### src/rtl/ps2_mouse_pkg.sv
// Shared types and constants for the PS/2 mouse packer.
// Packet length depends on PS2_MOUSE_WHEEL_EN (4-byte IntelliMouse packets when defined).
package ps2_mouse_pkg;

    typedef enum logic [1:0] {
        S_B0 = 2'd0,
        S_B1 = 2'd1,
        S_B2 = 2'd2,
        S_B3 = 2'd3
    } ps2_state_e;

    localparam int unsigned STAT_LSB   = 0;
    localparam int unsigned DX_LSB     = 8;
    localparam int unsigned DY_LSB     = 16;
    localparam int unsigned TOGGLE_BIT = 24;
    localparam int unsigned SYNC_BIT   = 3;

`ifdef PS2_MOUSE_WHEEL_EN
    localparam int unsigned PKT_LEN = 4;
`else
    localparam int unsigned PKT_LEN = 3;
`endif

endpackage

### src/rtl/ps2_byte_timer.sv
// Inter-byte timeout counter: expires when TIMEOUT_CYCLES-1 is reached while running.
module ps2_byte_timer #(
    parameter int unsigned TIMEOUT_CYCLES = 2_000_000
) (
    input  logic clk_sys,
    input  logic reset,
    input  logic clear,
    input  logic run,
    output logic expire
);

    localparam int unsigned TW = (TIMEOUT_CYCLES > 2) ? $clog2(TIMEOUT_CYCLES) : 1;
    localparam logic [TW-1:0] LAST = TW'(TIMEOUT_CYCLES - 1);

    logic [TW-1:0] cnt_q, cnt_d;

    always_comb begin
        cnt_d = cnt_q;
        if (clear) begin
            cnt_d = '0;
        end else if (run && cnt_q != LAST) begin
            cnt_d = cnt_q + 1'b1;
        end
    end

    assign expire = run && !clear && (cnt_q == LAST);

    always_ff @(posedge clk_sys or posedge reset) begin
        if (reset) begin
            cnt_q <= '0;
        end else begin
            cnt_q <= cnt_d;
        end
    end

endmodule

### src/rtl/ps2_mouse_packer.sv
// Frames PS/2 mouse bytes into the packed {toggle, dy, dx, status} word.
// Optional wheel support via PS2_MOUSE_WHEEL_EN.
module ps2_mouse_packer
    import ps2_mouse_pkg::*;
#(
    parameter int unsigned TIMEOUT_CYCLES = 2_000_000,
    parameter int unsigned CNT_W          = 8
) (
    input  logic             clk_sys,
    input  logic             reset,
    input  logic             byte_valid,
    input  logic [7:0]       byte_data,
    output logic [24:0]      ps2_mouse,
    output logic [7:0]       ps2_wheel,
    output logic             sync_err,
    output logic [CNT_W-1:0] drop_cnt
);

    ps2_state_e       state_q, state_d;
    logic [7:0]       stat_q, stat_d;
    logic [7:0]       dx_q, dx_d;
    logic [7:0]       dy_q, dy_d;
    logic [24:0]      mouse_q, mouse_d;
    logic             sync_err_q, sync_err_d;
    logic [CNT_W-1:0] drop_q, drop_d;
    logic             drop_inc;
    logic             tmr_clear, tmr_run, tmr_expire;

    assign tmr_clear = byte_valid || (state_q == S_B0);
    assign tmr_run   = !tmr_clear;

    ps2_byte_timer #(
        .TIMEOUT_CYCLES(TIMEOUT_CYCLES)
    ) u_timer (
        .clk_sys(clk_sys),
        .reset  (reset),
        .clear  (tmr_clear),
        .run    (tmr_run),
        .expire (tmr_expire)
    );

`ifdef PS2_MOUSE_WHEEL_EN
    logic [7:0] wheel_q, wheel_d;
`endif

    always_comb begin
        state_d    = state_q;
        stat_d     = stat_q;
        dx_d       = dx_q;
        dy_d       = dy_q;
        mouse_d    = mouse_q;
        sync_err_d = 1'b0;
        drop_inc   = 1'b0;
`ifdef PS2_MOUSE_WHEEL_EN
        wheel_d    = wheel_q;
`endif
        if (byte_valid) begin
            case (state_q)
                S_B0: begin
                    if (byte_data[SYNC_BIT]) begin
                        stat_d  = byte_data;
                        state_d = S_B1;
                    end else begin
                        sync_err_d = 1'b1;
                        drop_inc   = 1'b1;
                    end
                end
                S_B1: begin
                    dx_d    = byte_data;
                    state_d = S_B2;
                end
                S_B2: begin
                    dy_d = byte_data;
`ifdef PS2_MOUSE_WHEEL_EN
                    state_d = S_B3;
`else
                    // Whole word and toggle load together so the consumer never sees a mix.
                    mouse_d[STAT_LSB +: 8] = stat_q;
                    mouse_d[DX_LSB +: 8]   = dx_q;
                    mouse_d[DY_LSB +: 8]   = byte_data;
                    mouse_d[TOGGLE_BIT]    = ~mouse_q[TOGGLE_BIT];
                    state_d                = S_B0;
`endif
                end
`ifdef PS2_MOUSE_WHEEL_EN
                S_B3: begin
                    mouse_d[STAT_LSB +: 8] = stat_q;
                    mouse_d[DX_LSB +: 8]   = dx_q;
                    mouse_d[DY_LSB +: 8]   = dy_q;
                    mouse_d[TOGGLE_BIT]    = ~mouse_q[TOGGLE_BIT];
                    wheel_d                = byte_data;
                    state_d                = S_B0;
                end
`endif
                default: state_d = S_B0;
            endcase
        end else if (tmr_expire) begin
            state_d    = S_B0;
            sync_err_d = 1'b1;
            drop_inc   = 1'b1;
        end

        drop_d = drop_q;
        if (drop_inc && (drop_q != {CNT_W{1'b1}})) begin
            drop_d = drop_q + 1'b1;
        end
    end

    always_ff @(posedge clk_sys or posedge reset) begin
        if (reset) begin
            state_q    <= S_B0;
            stat_q     <= '0;
            dx_q       <= '0;
            dy_q       <= '0;
            mouse_q    <= '0;
            sync_err_q <= 1'b0;
            drop_q     <= '0;
        end else begin
            state_q    <= state_d;
            stat_q     <= stat_d;
            dx_q       <= dx_d;
            dy_q       <= dy_d;
            mouse_q    <= mouse_d;
            sync_err_q <= sync_err_d;
            drop_q     <= drop_d;
        end
    end

`ifdef PS2_MOUSE_WHEEL_EN
    always_ff @(posedge clk_sys or posedge reset) begin
        if (reset) begin
            wheel_q <= '0;
        end else begin
            wheel_q <= wheel_d;
        end
    end
    assign ps2_wheel = wheel_q;
`else
    assign ps2_wheel = 8'h00;
`endif

    assign ps2_mouse = mouse_q;
    assign sync_err  = sync_err_q;
    assign drop_cnt  = drop_q;

endmodule
### config.mk
export PLATFORM = sky130hd
export DESIGN_NAME = ps2_mouse_packer
export DESIGN_NICKNAME = d
export VERILOG_FILES = /design/src/rtl/ps2_mouse_pkg.sv /design/src/rtl/ps2_byte_timer.sv /design/src/rtl/ps2_mouse_packer.sv
export SDC_FILE = /design/constraint.sdc
export NUM_CORES = 1
export LEC_CHECK = 0
export CAP_MARGIN = 40
export CORE_MARGIN = 8
export CORE_UTILIZATION = 53
export DETAILED_ROUTE_END_ITERATION = 10
export PLACE_DENSITY = 0.8
export REMOVE_ABC_BUFFERS = 1
export SYNTH_ARGS = -nofsm -noshare
export SYNTH_HDL_FRONTEND = slang
export SYNTH_SLANG_ARGS = --single-unit
### constraint.sdc
create_clock -name clk_sys -period 3.05 [get_ports clk_sys]
set_clock_uncertainty 0.2 [all_clocks]
set_input_delay 0.61 -clock clk_sys [delete_from_list [all_inputs] [get_ports clk_sys]]
set_output_delay 0.61 -clock clk_sys [all_outputs]
set_load 0.03 [all_outputs]
==> key figures, run 1 <==
Synthesis
  – Synthesized area: 0.003159 sq mm
  – Post-synthesis async set-or-reset flop share: 1.000
  – Post-Synthesis Cells: 255
  – Synthesized area per cell: 12.39 sq um
  – Main combinational cell family by area after synthesis: multiplexers
  – Post-synthesis simple-gate area fraction: 0.1259
  – Register area share after synthesis: 0.5782
  – Post-synth EDFFs: 0
  – Compound-gate portion of the synthesized area: 0.05505
  – Adder and majority cell fraction of the synthesized area: 0.007921
  – Synth warn: 0
  – Number of distinct library cells after synthesis: 44
  – Xor and xnor fraction of the mapped netlist area: 0.05267
  – Post-synthesis mux area share: 0.1426
  – Most used DFF post-synth: dfrtp_1
  – Post-synthesis register bit count: 73

Critical path
  – Slowest stage delay, CP: 0.56 ns
  – R2R depth: 5
  – Critical path depth in cells: 5
  – CP Cell Sequence: or4b_1, or4_4, o21a_4, nor2_4, mux2_1
  – Setup crit end: drop_cnt[1]
  – Worst Setup End Kind: flip-flop
  – WS Path Type: reg -> reg
  – Worst reg2reg startpoint: u_timer.cnt_q[8]
  – CP Launch Point: u_timer.cnt_q[8]
  – RR Endpoint: drop_cnt[1]
  – Crit path launch type: flip-flop
  – Worst Path Buf+Inv: 0
  – Reg2reg setup slack: 0.58 ns
  – Required time of the critical path: 3.09 ns
  – Top Family by Delay on Critical Path: simple AND/OR/NAND/NOR gates
  – Worst EP arrival: 2.51 ns
  – Slowest cell on the critical path: or4b_1
  – Peak fanout along the critical path: 6

Drt
  – Router iterations before antenna repair: 4
  – Final wirelength: 6.092 mm
  – Vias per cell: 5.450
  – ANT nets after route: 0
  – DR iter-0 viols: 112
  – Via Count: 2109
  – # DRC: 0
  – WL per Instance: 15.74 microns

Timing
  – Period utilisation layout: 0.8112
  – Count of pins over their slew limit: 0
  – Final worst slack: 0.5759 ns
  – RSZ-0062 raised after global routing: no
  – Slew HR: 0.3631
  – Total negative setup slack: 0 ns
  – Final Setup Violations: 0
  – Tmin final: 2.474 ns
  – Final hold viol count: 0
  – WHS: 0.2738 ns
  – Worst Tran Pin Value: 0.9466 ns
  – Maximum clock frequency: 0.4042 GHz

Finish
  – Post-Layout Cell Count: 387
  – Antenna cell count: 0
  – Final #Nets: 320
  – Area Overhead vs Synth: 23.64%
  – Layout cells sized above 1: 0.2147
  – End-of-flow core utilization: 0.6677
  – Post-layout instance area: 0.003906 sq mm

Clock tree
  – CTS sink count: 73
  – Post-CTS Hold Buffers: 0
  – # resized after CTS: 0
  – CTS Buf Count: 9
  – Clk_lat worst skew: 0.35 ns
  – Worst-path clk slew: 0.08 ns
  – TritonCTS clock tree: yes
  – Clock Path Buffers: 2
  – Root Driver: clkbuf_8
  – H-tree levels: 3
  – Setup Fix Bufs, Post-CTS: 0

Power
  – Static Leak: 1.674 nW
  – Final total power: 3.481 mW
  – Largest vdd supply drop: 0.6861 mV
  – Pwr Density: 891.1 mW/mm^2

Floorplan
  – Initial core utilization: 0.5400
  – Die X-Extent: 93.21 microns
  – Ports: 53
  – Die Y: 93.21 microns
  – Row cnt: 28
  – Die ar.: 0.008687 sq mm
  – Core area: 0.005851 sq mm

Placement
  – Post-Place Setup Slack: 0.4068 ns
  – Post-DP HPWL: 4.146 mm
  – Routability congestion estimate: 0.8163
  – PortBufs: 44
  – Dpl cells: 371
  – Placed Area: 0.003687 sq mm

Hold path
  – Worst Hold Class: reg -> reg

GRT
  – Largest net degree at the start of global routing: 74
  – Vias in the first global route: 2244
  – GR Util All Layers: 0.1524
  – Grt ovf: 0
  – Initial antenna violation count: 0
  – First-pass GRT wire length: 10.49 mm

Flow run
  – # Max-Cap Violations: 0

Run status
  – Outcome: completed
-- placed cells by master (no fill, tap or decap), types with 2 or more instances in the layout --
| master | n |
|---|---|
| a21oi_1 | 8 |
| a31oi_1 | 4 |
| a41oi_1 | 2 |
| and3_1 | 7 |
| buf_12 | 2 |
| buf_4 | 3 |
| bufinv_16 | 2 |
| clkbuf_8 | 9 |
| clkdlybuf4s50_1 | 44 |
| clkinv_2 | 2 |
| clkinv_4 | 2 |
| conb_1 | 8 |
| dfrtp_1 | 73 |
| ha_1 | 2 |
| inv_1 | 3 |
| mux2_2 | 39 |
| nand2_1 | 10 |
| nand3_1 | 15 |
| nand3b_1 | 3 |
| nand4_1 | 2 |
| nor2_1 | 21 |
| nor3_1 | 3 |
| nor4_1 | 3 |
| o21ai_0 | 3 |
| or4_1 | 2 |
| xnor2_1 | 8 |
| xor2_1 | 11 |
-- synthesized netlist by cell type (4+ instances only) --
master,count,area (sq um)
xor2_1,11,96.34
and3_1,7,43.79
nor2_1,21,78.83
buf_4,8,60.06
inv_1,4,15.01
nand3_1,15,75.07
dfrtp_1,73,1827
xnor2_1,8,70.07
mux2_2,39,439.2
nand2_1,10,37.54
a31oi_1,4,25.02
a21oi_1,8,40.04
clkbuf_1,4,15.01
-- flip-flops by register name (all words and copies together), names as in the netlist --
name and cells:
stat_q 8, state_q 2, ps2_mouse 25, drop_cnt 8
u_timer.cnt_q 21, sync_err 1, dx_q 8
-- cell type report --
| cell class | instances | area, sq um |
|---|---|---|
| well taps | 75 | 93.84 |
| clock buffers | 10 | 127.6 |
| repair buffers | 49 | 503.0 |
| fillers | 431 | 1944 |
| multi-input cells | 169 | 1244 |
| inverters | 5 | 20.02 |
| flip-flops and latches | 73 | 1827 |
| clock inverters | 6 | 91.34 |
-- cells by family after synthesis --
logic type	count (synthesis)
AO/OA/AOI/OAI	25
AND/OR/NAND/NOR	75
multiplexers	40
XOR/XNOR	19
other	1
adder cells (fa/ha/maj)	2
flip-flops	73
buffers and inverters	20
-- worst min-delay path by stage --
stage,from,end,slack (ns),depth (start not counted)
after global routing,stat_q[3],stat_q[3],0.31,1
final,stat_q[3],stat_q[3],0.27,1
after global placement,stat_q[3],stat_q[3],0.25,1
after CTS,stat_q[3],stat_q[3],0.28,1
after floorplan,stat_q[3],stat_q[3],0.24,1
after detailed placement,stat_q[3],stat_q[3],0.26,1
-- routing by layer --
metal	GRT usage	vias up	wire, microns
met5	0	-	0
met3	0.05048	11	344
met1	0.1733	1044	2635
met4	0.07114	0	126
li1	-	994	-
met2	0.2544	60	2984
-- worst register-to-register path, delay by kind of cell (launching register included) --
| family | cells | cell delay [ns] |
|---|---|---|
| AO/OA/AOI/OAI | 1 | 0.27 |
| flip-flops | 1 | 0.43 |
| multiplexers | 1 | 0.33 |
| AND/OR/NAND/NOR | 3 | 1.14 |
-- power breakdown --
group / switching [mW] / leakage [nW] / internal [mW] / total [mW]
Sequential: 0.170 / 0.913 / 1.25 / 1.42
Clock: 0.363 / 0.111 / 0.465 / 0.828
Combinational: 0.659 / 0.650 / 0.573 / 1.23
Total: 1.19 / 1.67 / 2.29 / 3.48
(Power assumes the default switching activity.)
==> run 2, diff against run 1 <==
Clock period 3.05 ns to 2.4 ns, I/O delays scaled along.
==> run 2 against run 1 <==
Clock-buffer cell count down 1. Core utilization up 0.17 points. Combinational power up 28%. Worst hold slack better by 0.0051 ns. Worst setup slack worse by 0.50 ns. Critical path depth unchanged. Clock power up 0.5%. Power up 21%. First-iteration DRC count down 44%. Highest routed layer unchanged. Cell count up 1.8%. Largest power group unchanged. Sequential power up 27%.
==> key figures, run 2 (same netlist as run 1, synthesis figures left out) <==
Run status
  – Outcome: completed (unchanged)

Critical path
  – Worst Path Buf+Inv: 0 (unchanged)
  – WS Path Type: reg -> reg (unchanged)
  – CP Cell Sequence: or4b_1, or4_4, o21a_4, nor2_4, mux2_1 (unchanged)
  – Crit path launch type: flip-flop (unchanged)
  – Peak fanout along the critical path: 6 (unchanged)
  – R2R depth: 5 (unchanged)
  – Top Family by Delay on Critical Path: simple AND/OR/NAND/NOR gates (unchanged)
  – Worst EP arrival: 2.35 ns (was 2.51 ns)
  – Critical path depth in cells: 5 (unchanged)
  – Slowest stage delay, CP: 0.54 ns (was 0.56 ns)
  – Worst Setup End Kind: flip-flop (unchanged)
  – Required time of the critical path: 2.43 ns (was 3.09 ns)
  – Slowest cell on the critical path: or4b_1 (unchanged)

Timing
  – WHS: 0.2789 ns (was 0.2738 ns)
  – Tmin final: 2.323 ns (was 2.474 ns)
  – Final Setup Violations: 0 (unchanged)
  – RSZ-0062 raised after global routing: no (unchanged)
  – Period utilisation layout: 0.9680 (was 0.8112)
  – Maximum clock frequency: 0.4305 GHz (was 0.4042 GHz)
  – Count of pins over their slew limit: 0 (unchanged)
  – Final hold viol count: 0 (unchanged)
  – Total negative setup slack: 0 ns (unchanged)

Placement
  – Routability congestion estimate: 0.7485 (was 0.8163)
  – PortBufs: 44 (unchanged)
  – Post-DP HPWL: 4.202 mm (was 4.146 mm)

Floorplan
  – Die Y: 93.21 microns (unchanged)
  – Core area: 0.005851 sq mm (unchanged)
  – Row cnt: 28 (unchanged)
  – Ports: 53 (unchanged)
  – Die X-Extent: 93.21 microns (unchanged)
  – Initial core utilization: 0.5400 (unchanged)
  – Die ar.: 0.008687 sq mm (unchanged)

Drt
  – WL per Instance: 15.36 microns (was 15.74 microns)
  – Highest routed layer: met4 (unchanged)
  – Final wirelength: 6.050 mm (was 6.092 mm)
  – # DRC: 0 (unchanged)
  – ANT nets after route: 0 (unchanged)
  – Router iterations before antenna repair: 4 (unchanged)
  – Via Count: 2087 (was 2109)
  – Metal-1 WL: 2.762 mm (was 2.635 mm)
  – DR iter-0 viols: 63 (was 112)
  – Routed met3 length: 261 microns (was 344 microns)
  – Met2 wire len: 2.910 mm (was 2.984 mm)
  – Vias per cell: 5.297 (was 5.450)

Finish
  – Antenna cell count: 0 (unchanged)
  – Final #Nets: 328 (was 320)
  – Layout cells sized above 1: 0.2351 (was 0.2147)
  – Max reg flops: 25 (unchanged)
  – Most frequent cells in the layout: dfrtp_1 (73), clkdlybuf4s50_1 (44), mux2_2 (39) (unchanged)
  – Area Overhead vs Synth: 23.96% (was 23.64%)
  – Most common cell after layout, fill and taps aside: dfrtp_1 (unchanged)
  – Filler instances: 436 (was 431)

Hold path
  – Worst Hold Class: reg -> reg (unchanged)
  – Hold-critical path depth: 1 (unchanged)

GRT
  – Vias in the first global route: 2151 (was 2244)
  – GR Util All Layers: 0.1532 (was 0.1524)
  – Largest net degree at the start of global routing: 74 (unchanged)
  – Initial antenna violation count: 0 (unchanged)
  – First-pass GRT wire length: 10.36 mm (was 10.49 mm)
  – Grt ovf: 0 (unchanged)

Clock tree
  – CTS Buf Count: 9 (unchanged)
  – Setup Fix Bufs, Post-CTS: 0 (unchanged)
  – Root Driver: clkbuf_8 (unchanged)
  – Clock Path Buffers: 2 (unchanged)
  – CTS sink count: 73 (unchanged)
  – Clk_lat worst skew: 0.34 ns (was 0.35 ns)
  – H-tree levels: 3 (unchanged)
  – TritonCTS clock tree: yes (unchanged)
  – Worst-path clk slew: 0.08 ns (about the same)

Power
  – Pwr Density: 1074 mW/mm^2 (was 891.1 mW/mm^2)
  – Static Leak: 1.682 nW (was 1.674 nW)
  – Largest vdd supply drop: 0.8090 mV (was 0.6861 mV)

Flow run
  – # Max-Cap Violations: 0 (unchanged)
## run 2: cell count changes in the layout (fill, tap and decap cells not counted)
cell / before / now
buf_4: 3 / 11
clkinvlp_4: 0 / 3
bufinv_16: 2 / 0
clkbuf_1: 1 / 0
clkinv_4: 2 / 1
## run 2: worst reg2reg max path: cells and delay by family, from the launching register on
kind	cells	cell delay, ns
simple gates	3	1.08
flops	1	0.38
mux	1	0.31
compound gates	1	0.25
## run 2: metrics by stage
| step | setup slack (ns) | instance area (sq um) | util | std cells | power, mW |
|---|---|---|---|---|---|
| after floorplan | -0.1333 | 3090 | - | 247 | 2.729 |
| after global placement | -0.03985 | 3747 | 0.6405 | 379 | 3.367 |
| after detailed placement | -0.05221 | 3747 | 0.6405 | 379 | 3.414 |
| after CTS | 0.04044 | 3916 | 0.6694 | 394 | 4.252 |
| after global routing | 0.009488 | 3916 | 0.6694 | 394 | 4.410 |
| final | 0.07690 | 3916 | 0.6694 | 394 | 4.205 |
## run 2: path summary, 6_finish.rpt
| check | startpoint | to | slack, ns |
|---|---|---|---|
| min | ps2_mouse[24] | ps2_mouse[24] | 0.28 |
| min reg2reg | ps2_mouse[24] | ps2_mouse[24] | 0.28 |
| max in group asynchronous | reset | dx_q[1] | 1.37 |
| max | u_timer.cnt_q[8] | drop_cnt[1] | 0.08 |
| max reg2reg | u_timer.cnt_q[8] | drop_cnt[1] | 0.08 |
| min in group asynchronous | reset | u_timer.cnt_q[10] | 0.32 |
## run 2: routing by layer
layer | track usage | vias up
li1 | - | 1007
met1 | 0.1912 | 1017
met2 | 0.2373 | 55
met3 | 0.03846 | 8
met4 | 0.08859 | 0
met5 | 0 | -
## run 2: layout make-up
| cell class | count | area [sq um] | share of cell area |
|---|---|---|---|
| Clock inverter | 6 | 45.04 | 0.01150 |
| Inverter | 5 | 20.02 | 0.005112 |
| Clock buffer | 9 | 123.9 | 0.03163 |
| Multi-Input combinational cell | 169 | 1244 | 0.3176 |
| Sequential cell | 73 | 1827 | 0.4665 |
| Tap cell | 75 | 93.84 | 0.02396 |
| Timing Repair Buffer | 57 | 563.0 | 0.1438 |
## run 2: repair_timing
action                                  CTS  global route
endpoints found under the setup margin    0             1
resized for setup                         0             0
hold buffers                              0             0
## run 2: report_power, final
group          switching [mW]  internal, mW
sequential              0.217          1.59
combinational           0.836         0.731
clock                   0.460         0.372
